--- src/rtl/bcd_chain_ctrl_pkg.sv ---
// Shared definitions for the BCD chain controller.
//   state_e  : run-control FSM states (ST_IDLE, ST_RUN, ST_STOP, ST_OVF)
//   DIGIT_W  : width of one BCD digit
//   BCD_NINE : largest legal digit value
//   bcd_inc  : one-decade increment with roll-over from 9 to 0
package bcd_chain_ctrl_pkg;

    localparam int         DIGIT_W  = 4;
    localparam logic [3:0] BCD_NINE = 4'd9;

    typedef enum logic [1:0] {
        ST_IDLE = 2'd0,
        ST_RUN  = 2'd1,
        ST_STOP = 2'd2,
        ST_OVF  = 2'd3
    } state_e;

    // Any value at or above 9 rolls to 0 so a digit can never leave 0..9.
    function automatic logic [3:0] bcd_inc(input logic [3:0] d);
        return (d >= BCD_NINE) ? 4'd0 : d + 4'd1;
    endfunction

endpackage

--- src/rtl/bcd_chain_ctrl_digit.sv ---
// One decade of the BCD counter chain.
// Ports:
//   clk      : system clock, rising edge
//   rst_n    : asynchronous active-low reset (digit -> 0)
//   en_i     : increment this digit on the coming edge
//   clr_i    : synchronous clear to 0, wins over en_i
//   q_o      : current digit value 0..9
//   carry_o  : this digit rolls over on the coming edge (q==9 and enabled)
module bcd_chain_ctrl_digit
    import bcd_chain_ctrl_pkg::*;
(
    input  logic               clk,
    input  logic               rst_n,
    input  logic               en_i,
    input  logic               clr_i,
    output logic [DIGIT_W-1:0] q_o,
    output logic               carry_o
);

    logic [DIGIT_W-1:0] q_q;
    logic [DIGIT_W-1:0] q_d;

    always_comb begin
        q_d = q_q;
        if (clr_i)
            q_d = '0;
        else if (en_i)
            q_d = bcd_inc(q_q);
    end

    always_ff @(posedge clk or negedge rst_n) begin
        if (!rst_n)
            q_q <= '0;
        else
            q_q <= q_d;
    end

    assign q_o     = q_q;
    assign carry_o = (q_q == BCD_NINE) && en_i;

endmodule

--- src/rtl/bcd_chain_ctrl.sv ---
// Run-control sequencer for a cascade of NDIGITS BCD digit counters with a
// prescaled count tick and a time-multiplexed display scan.
// Optional feature macro: BCD_LAP_HOLD_EN (adds the lap port and a hold
// register that can freeze the scanned display while counting continues).
// Ports:
//   clk        : system clock, rising edge
//   rst        : asynchronous active-low reset
//   start      : IDLE/STOP -> RUN
//   stop       : RUN -> STOP (count and prescaler kept)
//   clear      : synchronous return to IDLE with all digits 0
//   lap        : (BCD_LAP_HOLD_EN only) toggles display hold on rising edge in RUN
//   count_bcd  : live count, digit k at [4k+3:4k]
//   scan_an    : one-hot active-high digit select
//   scan_digit : BCD value of the selected digit
//   running    : high while in RUN
//   tick       : high in the cycle whose closing edge increments the count
//   overflow   : 1-cycle pulse on wrap (WRAP=1) or held in OVF (WRAP=0)
module bcd_chain_ctrl
    import bcd_chain_ctrl_pkg::*;
#(
    parameter int NDIGITS  = 4,
    parameter int DIV      = 10,
    parameter int SCAN_DIV = 1000,
    parameter int WRAP     = 1
) (
    input  logic                       clk,
    input  logic                       rst,
    input  logic                       start,
    input  logic                       stop,
    input  logic                       clear,
`ifdef BCD_LAP_HOLD_EN
    input  logic                       lap,
`endif
    output logic [DIGIT_W*NDIGITS-1:0] count_bcd,
    output logic [NDIGITS-1:0]         scan_an,
    output logic [DIGIT_W-1:0]         scan_digit,
    output logic                       running,
    output logic                       tick,
    output logic                       overflow
);

    localparam int PW  = $clog2(DIV);
    localparam int SCW = (SCAN_DIV > 1) ? $clog2(SCAN_DIV) : 1;
    localparam int IW  = (NDIGITS > 1) ? $clog2(NDIGITS) : 1;

    state_e         state_q;
    logic [PW-1:0]  presc_q;
    logic           running_q;
    logic           overflow_q;

    logic [DIGIT_W-1:0] digit_q [NDIGITS];
    logic [NDIGITS-1:0] en;
    logic [NDIGITS-1:0] carry;
    logic               all9;
    logic               inc;

    // ---------------- digit chain ----------------
    always_comb begin
        all9 = 1'b1;
        for (int k = 0; k < NDIGITS; k++)
            if (digit_q[k] != BCD_NINE)
                all9 = 1'b0;
    end

    assign tick = (state_q == ST_RUN) && (presc_q == PW'(DIV - 1));
    // Saturating build must not roll the chain over at all-9s.
    assign inc  = tick && ((WRAP != 0) || !all9);

    for (genvar k = 0; k < NDIGITS; k++) begin : g_digit
        if (k == 0) begin : g_lsd
            assign en[k] = inc;
        end else begin : g_upper
            // Ripple: digit k moves only when every lower digit rolls over.
            assign en[k] = carry[k-1];
        end

        bcd_chain_ctrl_digit u_digit (
            .clk     (clk),
            .rst_n   (rst),
            .en_i    (en[k]),
            .clr_i   (clear),
            .q_o     (digit_q[k]),
            .carry_o (carry[k])
        );

        assign count_bcd[DIGIT_W*k +: DIGIT_W] = digit_q[k];
    end

    // ---------------- run-control FSM and prescaler ----------------
    always_ff @(posedge clk or negedge rst) begin
        if (!rst) begin
            state_q    <= ST_IDLE;
            presc_q    <= '0;
            running_q  <= 1'b0;
            overflow_q <= 1'b0;
        end else if (clear) begin
            state_q    <= ST_IDLE;
            presc_q    <= '0;
            running_q  <= 1'b0;
            overflow_q <= 1'b0;
        end else begin
            unique case (state_q)
                ST_IDLE, ST_STOP: begin
                    overflow_q <= 1'b0;
                    if (start) begin
                        state_q   <= ST_RUN;
                        running_q <= 1'b1;
                    end
                end
                ST_RUN: begin
                    // Prescaler pauses on the stop edge so resume finishes the period.
                    if (tick)
                        presc_q <= '0;
                    else if (!stop)
                        presc_q <= presc_q + PW'(1);

                    overflow_q <= tick && all9;

                    if (stop) begin
                        state_q   <= ST_STOP;
                        running_q <= 1'b0;
                    end else if (tick && all9 && (WRAP == 0)) begin
                        state_q   <= ST_OVF;
                        running_q <= 1'b0;
                    end
                end
                ST_OVF: begin
                    overflow_q <= 1'b1;
                end
                default: begin
                    state_q   <= ST_IDLE;
                    running_q <= 1'b0;
                end
            endcase
        end
    end

    assign running  = running_q;
    assign overflow = overflow_q;

    // ---------------- display source ----------------
    logic [DIGIT_W-1:0] disp_digit [NDIGITS];

`ifdef BCD_LAP_HOLD_EN
    logic                       lap_q;
    logic                       lap_sel_q;
    logic [DIGIT_W*NDIGITS-1:0] hold_q;

    always_ff @(posedge clk or negedge rst) begin
        if (!rst) begin
            lap_q     <= 1'b0;
            lap_sel_q <= 1'b0;
            hold_q    <= '0;
        end else begin
            lap_q <= lap;
            if (clear) begin
                lap_sel_q <= 1'b0;
            end else if (lap && !lap_q && (state_q == ST_RUN)) begin
                if (lap_sel_q) begin
                    lap_sel_q <= 1'b0;
                end else begin
                    lap_sel_q <= 1'b1;
                    hold_q    <= count_bcd;
                end
            end
        end
    end

    always_comb begin
        for (int k = 0; k < NDIGITS; k++)
            disp_digit[k] = lap_sel_q ? hold_q[DIGIT_W*k +: DIGIT_W] : digit_q[k];
    end
`else
    always_comb begin
        for (int k = 0; k < NDIGITS; k++)
            disp_digit[k] = digit_q[k];
    end
`endif

    // ---------------- display scan ----------------
    logic [SCW-1:0]     scan_cnt_q, scan_cnt_d;
    logic [IW-1:0]      scan_idx_q, scan_idx_d;
    logic [NDIGITS-1:0] scan_an_q, scan_an_d;
    logic [DIGIT_W-1:0] scan_digit_q, scan_digit_d;
    logic               scan_step;

    always_comb begin
        scan_step    = (scan_cnt_q == SCW'(SCAN_DIV - 1));
        scan_cnt_d   = scan_cnt_q + SCW'(1);
        scan_idx_d   = scan_idx_q;
        scan_an_d    = scan_an_q;
        scan_digit_d = scan_digit_q;
        if (scan_step) begin
            scan_cnt_d   = '0;
            scan_idx_d   = (scan_idx_q == IW'(NDIGITS - 1)) ? '0 : scan_idx_q + IW'(1);
            // Select and value are sampled together so they never disagree.
            scan_an_d    = NDIGITS'(1) << scan_idx_d;
            scan_digit_d = disp_digit[scan_idx_d];
        end
    end

    always_ff @(posedge clk or negedge rst) begin
        if (!rst) begin
            scan_cnt_q   <= '0;
            scan_idx_q   <= '0;
            scan_an_q    <= NDIGITS'(1);
            scan_digit_q <= '0;
        end else begin
            scan_cnt_q   <= scan_cnt_d;
            scan_idx_q   <= scan_idx_d;
            scan_an_q    <= scan_an_d;
            scan_digit_q <= scan_digit_d;
        end
    end

    assign scan_an    = scan_an_q;
    assign scan_digit = scan_digit_q;

endmodule

--- config.mk ---
export PLATFORM = sky130hd
export DESIGN_NAME = bcd_chain_ctrl
export DESIGN_NICKNAME = d
export VERILOG_FILES = /design/src/rtl/bcd_chain_ctrl_pkg.sv /design/src/rtl/bcd_chain_ctrl_digit.sv /design/src/rtl/bcd_chain_ctrl.sv
export SDC_FILE = /design/constraint.sdc
export NUM_CORES = 1
export LEC_CHECK = 0
export ABC_AREA = 1
export BUFFER_PORTS_ARGS = -buffer_cell sky130_fd_sc_hd__buf_4
export CAP_MARGIN = 10
export CORE_ASPECT_RATIO = 1.5
export CORE_MARGIN = 5
export CORE_UTILIZATION = 58
export CTS_CLUSTER_DIAMETER = 150
export DETAILED_ROUTE_END_ITERATION = 8
export GPL_TIMING_DRIVEN = 0
export HOLD_SLACK_MARGIN = 0.06
export PLACE_DENSITY_LB_ADDON = 0.05
export SLEW_MARGIN = 25
export SYNTH_ARGS = -nofsm -noshare
export SYNTH_HDL_FRONTEND = slang
export SYNTH_SLANG_ARGS = --single-unit
--- constraint.sdc ---
create_clock -name clk -period 1.6 [get_ports clk]
set_input_delay 0.16 -clock clk [delete_from_list [all_inputs] [get_ports clk]]
set_output_delay 0.16 -clock clk [all_outputs]
set_load 0.05 [all_outputs]
==> results of run 1 <==
timing repair:
| item | in CTS | in global routing |
|---|---|---|
| gates resized for setup | 2 | 15 |
| setup endpoints to repair | 1 | 11 |
| pin swaps | 1 | 5 |
| hold endpoints to repair | 42 | 0 |
| buffers inserted | 2 | 1 |
| hold buffers | 1 | 0 |
how the worst max path moves through the flow:
stage / cells after the start / slack [ps] / startpoint / to
floorplan: 6 / 3 / g_digit[1].u_digit.q_o[0] / g_digit[3].u_digit.q_o[0]
global placement: 7 / 110 / g_digit[1].u_digit.q_o[1] / g_digit[3].u_digit.q_o[2]
detailed placement: 7 / 100 / g_digit[1].u_digit.q_o[1] / g_digit[3].u_digit.q_o[3]
CTS: 5 / 1 / presc_q[1] / tick
global route: 5 / 3 / presc_q[1] / tick
finish: 5 / 80 / presc_q[1] / tick
registers in the layout, indices dropped and copies added, names as in the netlist:
name / cells
overflow: 1
g_digit.u_digit.q_o: 16
state_q: 2
scan_an: 4
scan_digit: 4
presc_q: 4
scan_idx_q: 2
scan_cnt_q: 10
through the flow:
stage	power [mW]	area, um2	util
6_report	2.130	3047	0.7116
5_1_grt	2.244	3047	0.7116
4_1_cts	2.150	3013	0.7037
3_5_place_dp	1.471	2884	0.6736
3_3_place_gp	1.466	2884	0.6736
2_1_floorplan	1.372	2601	-
routing by layer:
metal,GRT usage,routed length (um),up-vias
li1,-,-,1128
met1,0.2258,2257,1069
met3,0.02323,148,11
met5,0,0,-
met2,0.3707,2930,42
met4,0.08818,100,0
worst register-to-register path, stage by stage (launching register included):
cell and delay, ps:
dfrtp_1 440, inv_1 120, ha_1 150, nand2_1 40, o21ai_0 220, nand2_1 110
nor2_1 160, nand2_1 70, o21ai_0 90
layout by cell type (no fill, tap or decap), drive strengths merged:
master	instances
nand2	89
dfrtp	42
inv	39
buf	37
nand3	32
o21ai	29
nor2	28
ha	19
a21oi	16
xor2	9
nand4	7
clkbuf	7
nor3	3
xnor2	1
o22ai	1
o31ai	1
o311ai	1
clkinvlp	1
clkinv	1
dlygate4sd3	1
dfstp	1
layout make-up:
cell class                 instances  area (um2)  area share
multi-input combinational        236        1364      0.4476
timing repair buffer              33       257.7     0.08460
clock buffer                       6       72.57     0.02382
tap                               46       57.56     0.01889
sequential                        43        1085      0.3561
clock inverter                     2       12.51    0.004107
buffer                             6       51.30     0.01684
inverter                          39       146.4     0.04805
where the power goes:
group	internal [mW]	switching (mW)	leakage, nW
Clock	0.305	0.367	0.0412
Sequential	1.11	0.0472	0.567
Combinational	0.0955	0.202	0.983
cells by family (layout without fill, tap and decap cells):
family          count (synthesis)  after routing  share of synthesized area
simple gates                  159            159                     0.2845
fa+ha+maj                      19             19                    0.09148
compound gates                 48             48                    0.09967
xor+xnor                       10             10                    0.03370
flops                          43             43                     0.4145
buf+inv                        45             86                    0.07607
==> flow_summary_export.csv, run 1 <==
group,metric,value,unit
logic_synthesis,post_synth_main_area_contributors,"dfrtp_1 (40%), nand2_1 (12%), ha_1 (9.1%), nand3_1 (5.6%), inv_1 (5.1%)",
setup_path,setup_slack_on_the_worst_flop_to_flop_path,100,ps
logic_synthesis,avgSynthCellArea,8.021,um2
logic_synthesis,synth_seq_area_share,0.4145,
timing,worst_hold_slack,87.29,ps
timing,finalCritPeriodShare,0.9526,
logic_synthesis,synth.distinct_cells,30,
logic_synthesis,yosysWarningCount,0,
timing,setup_failing_eps_final,0,
global_routing,overflow,0,
drt,dr.pass1.iters,4,
logic_synthesis,synth_async_sr_flop_share,1.000,
die,chipHeight,91.98,um
timing,setup_skew_after_layout,5.916,ps
power,leakage,1.591,nW
place,place.detailed.hpwl,3959,um
drt,finalWirelength,5436,um
setup_path,cp_data_arrival_time,1360,ps
global_routing,grt_start_max_net_pins,44,
hold_path,holdPathStages,2,
timing,worst-slew-pin-transition,547.7,ps
clock_tree,cts-root-to-sink-buffers,2,
setup_path,worstSetupStartpointType,"flop",
die,boundaryPins,32,
drt,dr_total_vias,2250,
global_routing,gr-usage-all-layers,0.2001,
die,fp.coreArea,4282,um2
die,dieArea,5947,um2
logic_synthesis,synthTopCellsByCount,"nand2_1 (84), dfrtp_1 (42), inv_1 (35)",
die,core.rowCount,29,
setup_path,worst_path_largest_cell_delay,430,ps
setup_path,timing.critical_path.to_type,"output pin",
logic_synthesis,syn-instance-count,324,
drt,vias_per_cell,5.474,
drt,drt_drc_violations_left,0,
logic_synthesis,synth.ff_latch_count,43,
timing,achievable-frequency,656.1,MHz
setup_path,criticalPathCategory,"reg2out",
power,worst_ir_drop_vdd,0.5475,mV
place,gp_congestion,0.8342,
cells_and_area,stdcell_count,411,
setup_path,worstPathCellList,"inv_2, ha_4, nand3_4, nor2_8, buf_8",
hold_path,worst_hold_path_type,"in2reg",
cells_and_area,diodes,0,
cells_and_area,layout_overhead_on_the_synthesized_area,17.24,%
hold_path,hold_path.startpoint,"clear",
setup_path,crit_family,"flip-flops",
logic_synthesis,leading_cell_type_by_number_of_instances_after_synthesis,"nand2_1",
timing,final_max_slew_viol_count,0,
place,place_ws,98.49,ps
drt,wl_per_cell,13.23,um
logic_synthesis,postSynthNetCount,348,
die,chipWidth,64.66,um
run_status,run_status,"finished clean",
clock_tree,cell_at_the_root_of_the_clock_tree,"clkbuf_8",
setup_path,critical_path_peak_fanout,6,
timing,finalHoldViolCount,0,
cells_and_area,post_route_cells_drive_above_1_share,0.2164,
clock_tree,clk_latency,290,ps
timing,fin_tns_setup,0,ps
clock_tree,cts-buffers-inserted,5,
setup_path,buffers_inverters_on_critical_path,2,
clock_tree,cts.reportedPaths.clkPinSlew,70,ps
setup_path,crit_required,1440,ps
logic_synthesis,synth_top_area_share,0.4044,
logic_synthesis,ys_flop_type,"dfrtp_1",
logic_synthesis,synth.largest_area_cell,"dfrtp_1",
clock_tree,cts_tree,"done",
cells_and_area,num-fill-cells,367,
logic_synthesis,number_of_synthesized_flops_with_an_enable_pin,0,
hold_path,whs_endpoint,"overflow",
global_routing,grt_antenna_before_repair,0,
timing,min_period,1524,ps
drt,drt_iter0_markers,100,
clock_tree,htreeDepth,2,
setup_path,cpMaxStageDelayCell,"dfrtp_1",
timing,slew-limit-headroom,0.6349,
timing,grt_setup_unrepaired,"false",
place,io_buffers,30,
timing,worst_slack,75.82,ps
power,pwr_density,699.2,nW/um2
global_routing,first_global_vias,2219,
die,initial_utilization,0.6070,
drt,postRouteAntennaNets,0,
cells_and_area,nNetsFinal,388,
place,dp.cells,400,
setup_path,regToRegStartpoint,"g_digit[1].u_digit.q_o[0]",
global_routing,grt_first_pass_wirelength,9611,um
clock_tree,clock_sink_count,43,
logic_synthesis,synth_area,2599,um2
flow_run,timing.max_cap.violations,0,
setup_path,rr_endpoint,"g_digit[1].u_digit.q_o[1]",
setup_path,r2r_cells,8,
No activity file was read; power rests on OpenSTA's default activity.
==> inputs of run 2 (changes only) <==
--- a/config.mk
+++ b/config.mk
@@ -16,6 +16,7 @@
 export GPL_TIMING_DRIVEN = 0
 export HOLD_SLACK_MARGIN = 0.06
 export PLACE_DENSITY_LB_ADDON = 0.05
+export RECOVER_POWER = 50
 export SLEW_MARGIN = 25
 export SYNTH_ARGS = -nofsm -noshare
 export SYNTH_HDL_FRONTEND = slang
==> flow_summary_export.csv, run 2 (synthesized netlist as in run 1, its figures left out) <==
group,metric,value,unit
cells_and_area,post-route-util,0.7013,
drt,drt_drc_violations_left,0,
timing,setup_failing_eps_final,0,
die,initial_utilization,0.6070,
cells_and_area,nNetsFinal,388,
setup_path,critical_path_peak_fanout,6,
timing,final_max_slew_viol_count,0,
cells_and_area,largest_register_ffs,16,
setup_path,timing.critical_path.to_type,"output pin",
timing,finalHoldViolCount,0,
power,leakage,1.550,nW
setup_path,setup.worst_path.end,"tick",
clock_tree,cts-buffers-inserted,5,
hold_path,worst_hold_path_type,"in2reg",
place,io_buffers,30,
drt,wl_per_cell,13.27,um
cells_and_area,diodes,0,
clock_tree,cts_tree,"done",
timing,setup_skew_after_layout,7.614,ps
die,chipHeight,91.98,um
clock_tree,cts-root-to-sink-buffers,2,
drt,finalWirelength,5453,um
timing,fin_tns_setup,0,ps
timing,min_period,1521,ps
hold_path,holdPathStages,2,
timing,grt_setup_unrepaired,"false",
setup_path,crit_path_start,"presc_q[1]",
global_routing,first_global_vias,2219,
place,place.detailed.hpwl,3959,um
timing,finalCritPeriodShare,0.9508,
clock_tree,clock_sink_count,43,
timing,worst_slack,78.76,ps
clock_tree,cell_at_the_root_of_the_clock_tree,"clkbuf_8",
die,dieArea,5947,um2
place,place_ws,98.49,ps
global_routing,gr-usage-all-layers,0.2001,
setup_path,cp_data_arrival_time,1360,ps
timing,worst_hold_slack,91.69,ps
die,fp.coreArea,4282,um2
global_routing,grt_antenna_before_repair,0,
setup_path,crit_required,1440,ps
power,worst_ir_drop_vdd,0.5414,mV
setup_path,criticalPathCategory,"reg2out",
drt,dr_total_vias,2260,
setup_path,setup_slack_on_the_worst_flop_to_flop_path,100,ps
cells_and_area,layout_overhead_on_the_synthesized_area,15.55,%
drt,dr.pass1.iters,4,
global_routing,grt_start_max_net_pins,44,
timing,worst-slew-pin-transition,1076,ps
power,pwr_density,706.7,nW/um2
drt,postRouteAntennaNets,0,
setup_path,rr_endpoint,"g_digit[1].u_digit.q_o[1]",
run_status,run_status,"finished clean",
die,boundaryPins,32,
place,placement.cell_area,2884,um2
clock_tree,htreeDepth,2,
setup_path,regToRegStartpoint,"g_digit[1].u_digit.q_o[0]",
die,chipWidth,64.66,um
setup_path,worstSetupStartpointType,"flop",
drt,drt_iter0_markers,102,
setup_path,r2r_cells,8,
global_routing,overflow,0,
cells_and_area,post_route_cells_drive_above_1_share,0.1890,
cells_and_area,mostFrequentLayoutCells,"nand2_1 (84), dfrtp_1 (36), inv_1 (31), nand3_1 (29), o21ai_0 (25)",
clock_tree,clk_latency,290,ps
drt,vias_per_cell,5.499,
flow_run,timing.max_cap.violations,0,
die,core.rowCount,29,
timing,achievable-frequency,657.4,MHz
cells_and_area,final_area,3003,um2
global_routing,grt_first_pass_wirelength,9611,um
cells_and_area,final_common_cell,"nand2_1",
timing,slew-limit-headroom,0.2826,
clock_tree,cts.reportedPaths.clkPinSlew,70,ps
place,gp_congestion,0.8342,
run 2: worst max-delay path: stages, from the launching register on:
cell and delay (ps):
dfrtp_1 430, inv_2 80, ha_4 140, nand3_4 90, nor2_8 170, buf_8 170
run 2: power breakdown:
| part | switching, mW | internal (mW) | total [mW] |
|---|---|---|---|
| Combinational | 0.202 | 0.0926 | 0.294 |
| Sequential | 0.0459 | 1.11 | 1.16 |
| Clock | 0.363 | 0.305 | 0.669 |
| Total | 0.611 | 1.51 | 2.12 |
run 2: cell type report:
cell class / instances / area, um2
Multi-Input combinational cell: 236 / 1356
Tap cell: 46 / 57.56
Clock inverter: 2 / 12.51
Sequential cell: 43 / 1085
Inverter: 39 / 146.4
Buffer: 6 / 51.30
Clock buffer: 6 / 72.57
Fill cell: 377 / 1279
Timing Repair Buffer: 33 / 221.5
run 2: how the worst min path moves through the flow:
stage | start | to | slack [ps]
global route | clear | overflow | 100
detailed placement | rst | scan_cnt_q[4] | 180
finish | clear | overflow | 90
floorplan | rst | g_digit[0].u_digit.q_o[0] | -140
global placement | rst | scan_cnt_q[4] | 190
CTS | clear | overflow | 90
run 2: repair_timing:
| item | 4_1_cts | 5_1_grt |
|---|---|---|
| setup endpoints to repair | 1 | 11 |
| buffers inserted | 2 | 1 |
| hold endpoints to repair | 42 | 0 |
| pin swaps | 1 | 5 |
| hold buffers | 1 | 0 |
| resized for setup | 2 | 15 |
run 2: through the flow:
| step | power, mW | cells |
|---|---|---|
| 2_1_floorplan | 1.372 | 324 |
| 3_3_place_gp | 1.466 | 400 |
| 3_5_place_dp | 1.471 | 400 |
| 4_1_cts | 2.150 | 411 |
| 5_1_grt | 2.239 | 411 |
| 6_report | 2.122 | 411 |
run 2: metal layers:
metal	share of wire	GRT usage	wire, um	up-vias
li1	-	-	-	1129
met1	0.41	0.2258	2259	1078
met2	0.54	0.3707	2942	40
met3	0.026	0.02323	142	13
met4	0.020	0.08818	108	0
met5	0	0	0	-
==> inputs of run 3 (changes only) <==
--- a/config.mk
+++ b/config.mk
@@ -6,6 +6,7 @@
 export NUM_CORES = 1
 export LEC_CHECK = 0
 export ABC_AREA = 1
+export ABC_CLOCK_PERIOD_IN_PS = 1600
 export BUFFER_PORTS_ARGS = -buffer_cell sky130_fd_sc_hd__buf_4
 export CAP_MARGIN = 10
 export CORE_ASPECT_RATIO = 1.5
@@ -13,7 +14,6 @@
 export CORE_UTILIZATION = 58
 export CTS_CLUSTER_DIAMETER = 150
 export DETAILED_ROUTE_END_ITERATION = 8
-export GPL_TIMING_DRIVEN = 0
 export HOLD_SLACK_MARGIN = 0.06
 export PLACE_DENSITY_LB_ADDON = 0.05
 export RECOVER_POWER = 50
==> flow_summary_export.csv, run 3 (synthesized netlist as in run 1, its figures left out) <==
group,metric,value,unit
drt,finalWirelength,5623,um
drt,vias_per_cell,5.396,
cells_and_area,stdcell_count,417,
place,placement.cell_area,2915,um2
timing,slew-limit-headroom,0.2898,
clock_tree,htreeDepth,2,
power,power.share.clock,0.359,
clock_tree,cell_at_the_root_of_the_clock_tree,"clkbuf_8",
clock_tree,cts-root-to-sink-buffers,2,
die,chipWidth,64.66,um
drt,dr_total_vias,2250,
timing,setup_skew_after_layout,8.084,ps
global_routing,first_global_vias,2245,
place,place_ws,138.9,ps
clock_tree,cts.reportedPaths.clkPinSlew,80,ps
timing,setup_failing_eps_final,0,
die,fp.coreArea,4282,um2
clock_tree,clk_latency,300,ps
global_routing,grt_first_pass_wirelength,9722,um
power,sw_frac_of_total,0.2669,
flow_run,timing.max_cap.violations,0,
drt,postRouteAntennaNets,0,
setup_path,criticalPathCategory,"reg2out",
global_routing,grt_antenna_before_repair,0,
global_routing,gr-usage-all-layers,0.2050,
cells_and_area,mostFrequentLayoutCells,"nand2_1 (85), dfrtp_1 (39), inv_1 (33), buf_4 (33), nand3_1 (29)",
place,gp_congestion,0.8382,
run_status,run_status,"finished clean",
cells_and_area,nNetsFinal,394,
die,dieArea,5947,um2
setup_path,timing.critical_path.to_type,"output pin",
timing,worst_slack,59.25,ps
global_routing,overflow,0,
timing,finalCritPeriodShare,0.9630,
clock_tree,clock_sink_count,43,
hold_path,worst_hold_path_type,"in2reg",
cells_and_area,layout_overhead_on_the_synthesized_area,17.62,%
power,pwr_density,753.1,nW/um2
power,leakage,1.594,nW
cells_and_area,final_common_cell,"nand2_1",
power,finalPower,2.302,mW
setup_path,regToRegStartpoint,"presc_q[1]",
power,netSwitchingPower,0.6144,mW
die,chipHeight,91.98,um
setup_path,cp_data_arrival_time,1380,ps
timing,worst_hold_slack,115.3,ps
clock_tree,cts-buffers-inserted,5,
drt,drt_drc_violations_left,0,
power,worst_ir_drop_vdd,0.4678,mV
setup_path,crit_required,1440,ps
global_routing,grt_start_max_net_pins,44,
place,io_buffers,31,
drt,drt_iter0_markers,92,
cells_and_area,final_area,3057,um2
hold_path,hold_path.startpoint,"clear",
timing,worst-slew-pin-transition,1065,ps
setup_path,worstSetupStartpointType,"flop",
cells_and_area,diodes,0,
timing,finalHoldViolCount,0,
cells_and_area,largest_register_ffs,16,
drt,dr.pass1.iters,4,
place,place.detailed.hpwl,3983,um
die,core.rowCount,29,
setup_path,crit_path_start,"presc_q[1]",
setup_path,critical_path_peak_fanout,8,
drt,wl_per_cell,13.48,um
clock_tree,cts_tree,"done",
timing,min_period,1541,ps
power,power.sequential.fraction,0.498,
die,initial_utilization,0.6070,
power,power.combinational.fraction,0.143,
timing,achievable-frequency,649.0,MHz
power,cell_internal_pwr,1.688,mW
die,boundaryPins,32,
place,dp.cells,405,
timing,final_max_slew_viol_count,0,
cells_and_area,post_route_cells_drive_above_1_share,0.1833,
-- run 3: cell types whose count changed in the layout (fill, tap and decap cells not counted), moves of 2 or more --
cell / delta
inv_2: -2
dfrtp_2: -3
buf_4: +11
dfrtp_1: +3
inv_1: +2
buf_6: -3
-- run 3: layer usage --
| metal | up-vias | part of all wire | GRT usage |
|---|---|---|---|
| met4 | 0 | 0.017 | 0.07760 |
| met2 | 38 | 0.55 | 0.3759 |
| met1 | 1063 | 0.40 | 0.2308 |
| li1 | 1140 | - | - |
| met5 | - | 0 | 0 |
| met3 | 9 | 0.032 | 0.03912 |
-- run 3: worst paths after layout --
kind	end	cells after the start	slack [ps]
min reg2reg	scan_cnt_q[0]	1	460
min	overflow	2	120
max reg2reg	g_digit[1].u_digit.q_o[1]	8	160
max	tick	5	60
min in group asynchronous	scan_cnt_q[4]	2	580
max in group asynchronous	scan_idx_q[0]	2	280
-- run 3: final cells by class --
cell class | count | area [um2]
multi-input cells | 236 | 1354
fillers | 381 | 1225
flip-flops and latches | 43 | 1081
repair buffers | 45 | 311.5
inverters | 39 | 146.4
clock buffers | 7 | 76.32
well taps | 46 | 57.56
clock inverters | 1 | 30.03
-- run 3: what timing repair did --
item | CTS | global route
gates resized for setup | 1 | 12
setup buffers | 0 | 3
pin swaps | 0 | 6
hold endpoints to repair | 42 | 0
endpoints found under the setup margin | 1 | 8
hold buffers | 1 | 0
-- run 3: metrics by stage --
step                      setup TNS, ps  utilization
after floorplan                       0            -
after global routing             -11.45       0.7139
after detailed placement              0       0.6809
final                                 0       0.7139
after CTS                             0       0.7089
after global placement                0       0.6809
-- run 3: power by group through the flow --
stage | Clock (mW) | Sequential, mW | Combinational, mW
after global routing | 0.897 | 1.15 | 0.370
after floorplan | 0 | 1.24 | 0.134
after global placement | 0 | 1.16 | 0.323
final | 0.827 | 1.15 | 0.330
after CTS | 0.847 | 1.14 | 0.333
after detailed placement | 0 | 1.17 | 0.328
-- run 3: critical path: stages (launching register included) --
cell and delay [ps]:
dfrtp_1 400, inv_2 70, ha_4 140, nand3_4 90, nor2_8 210, buf_8 180
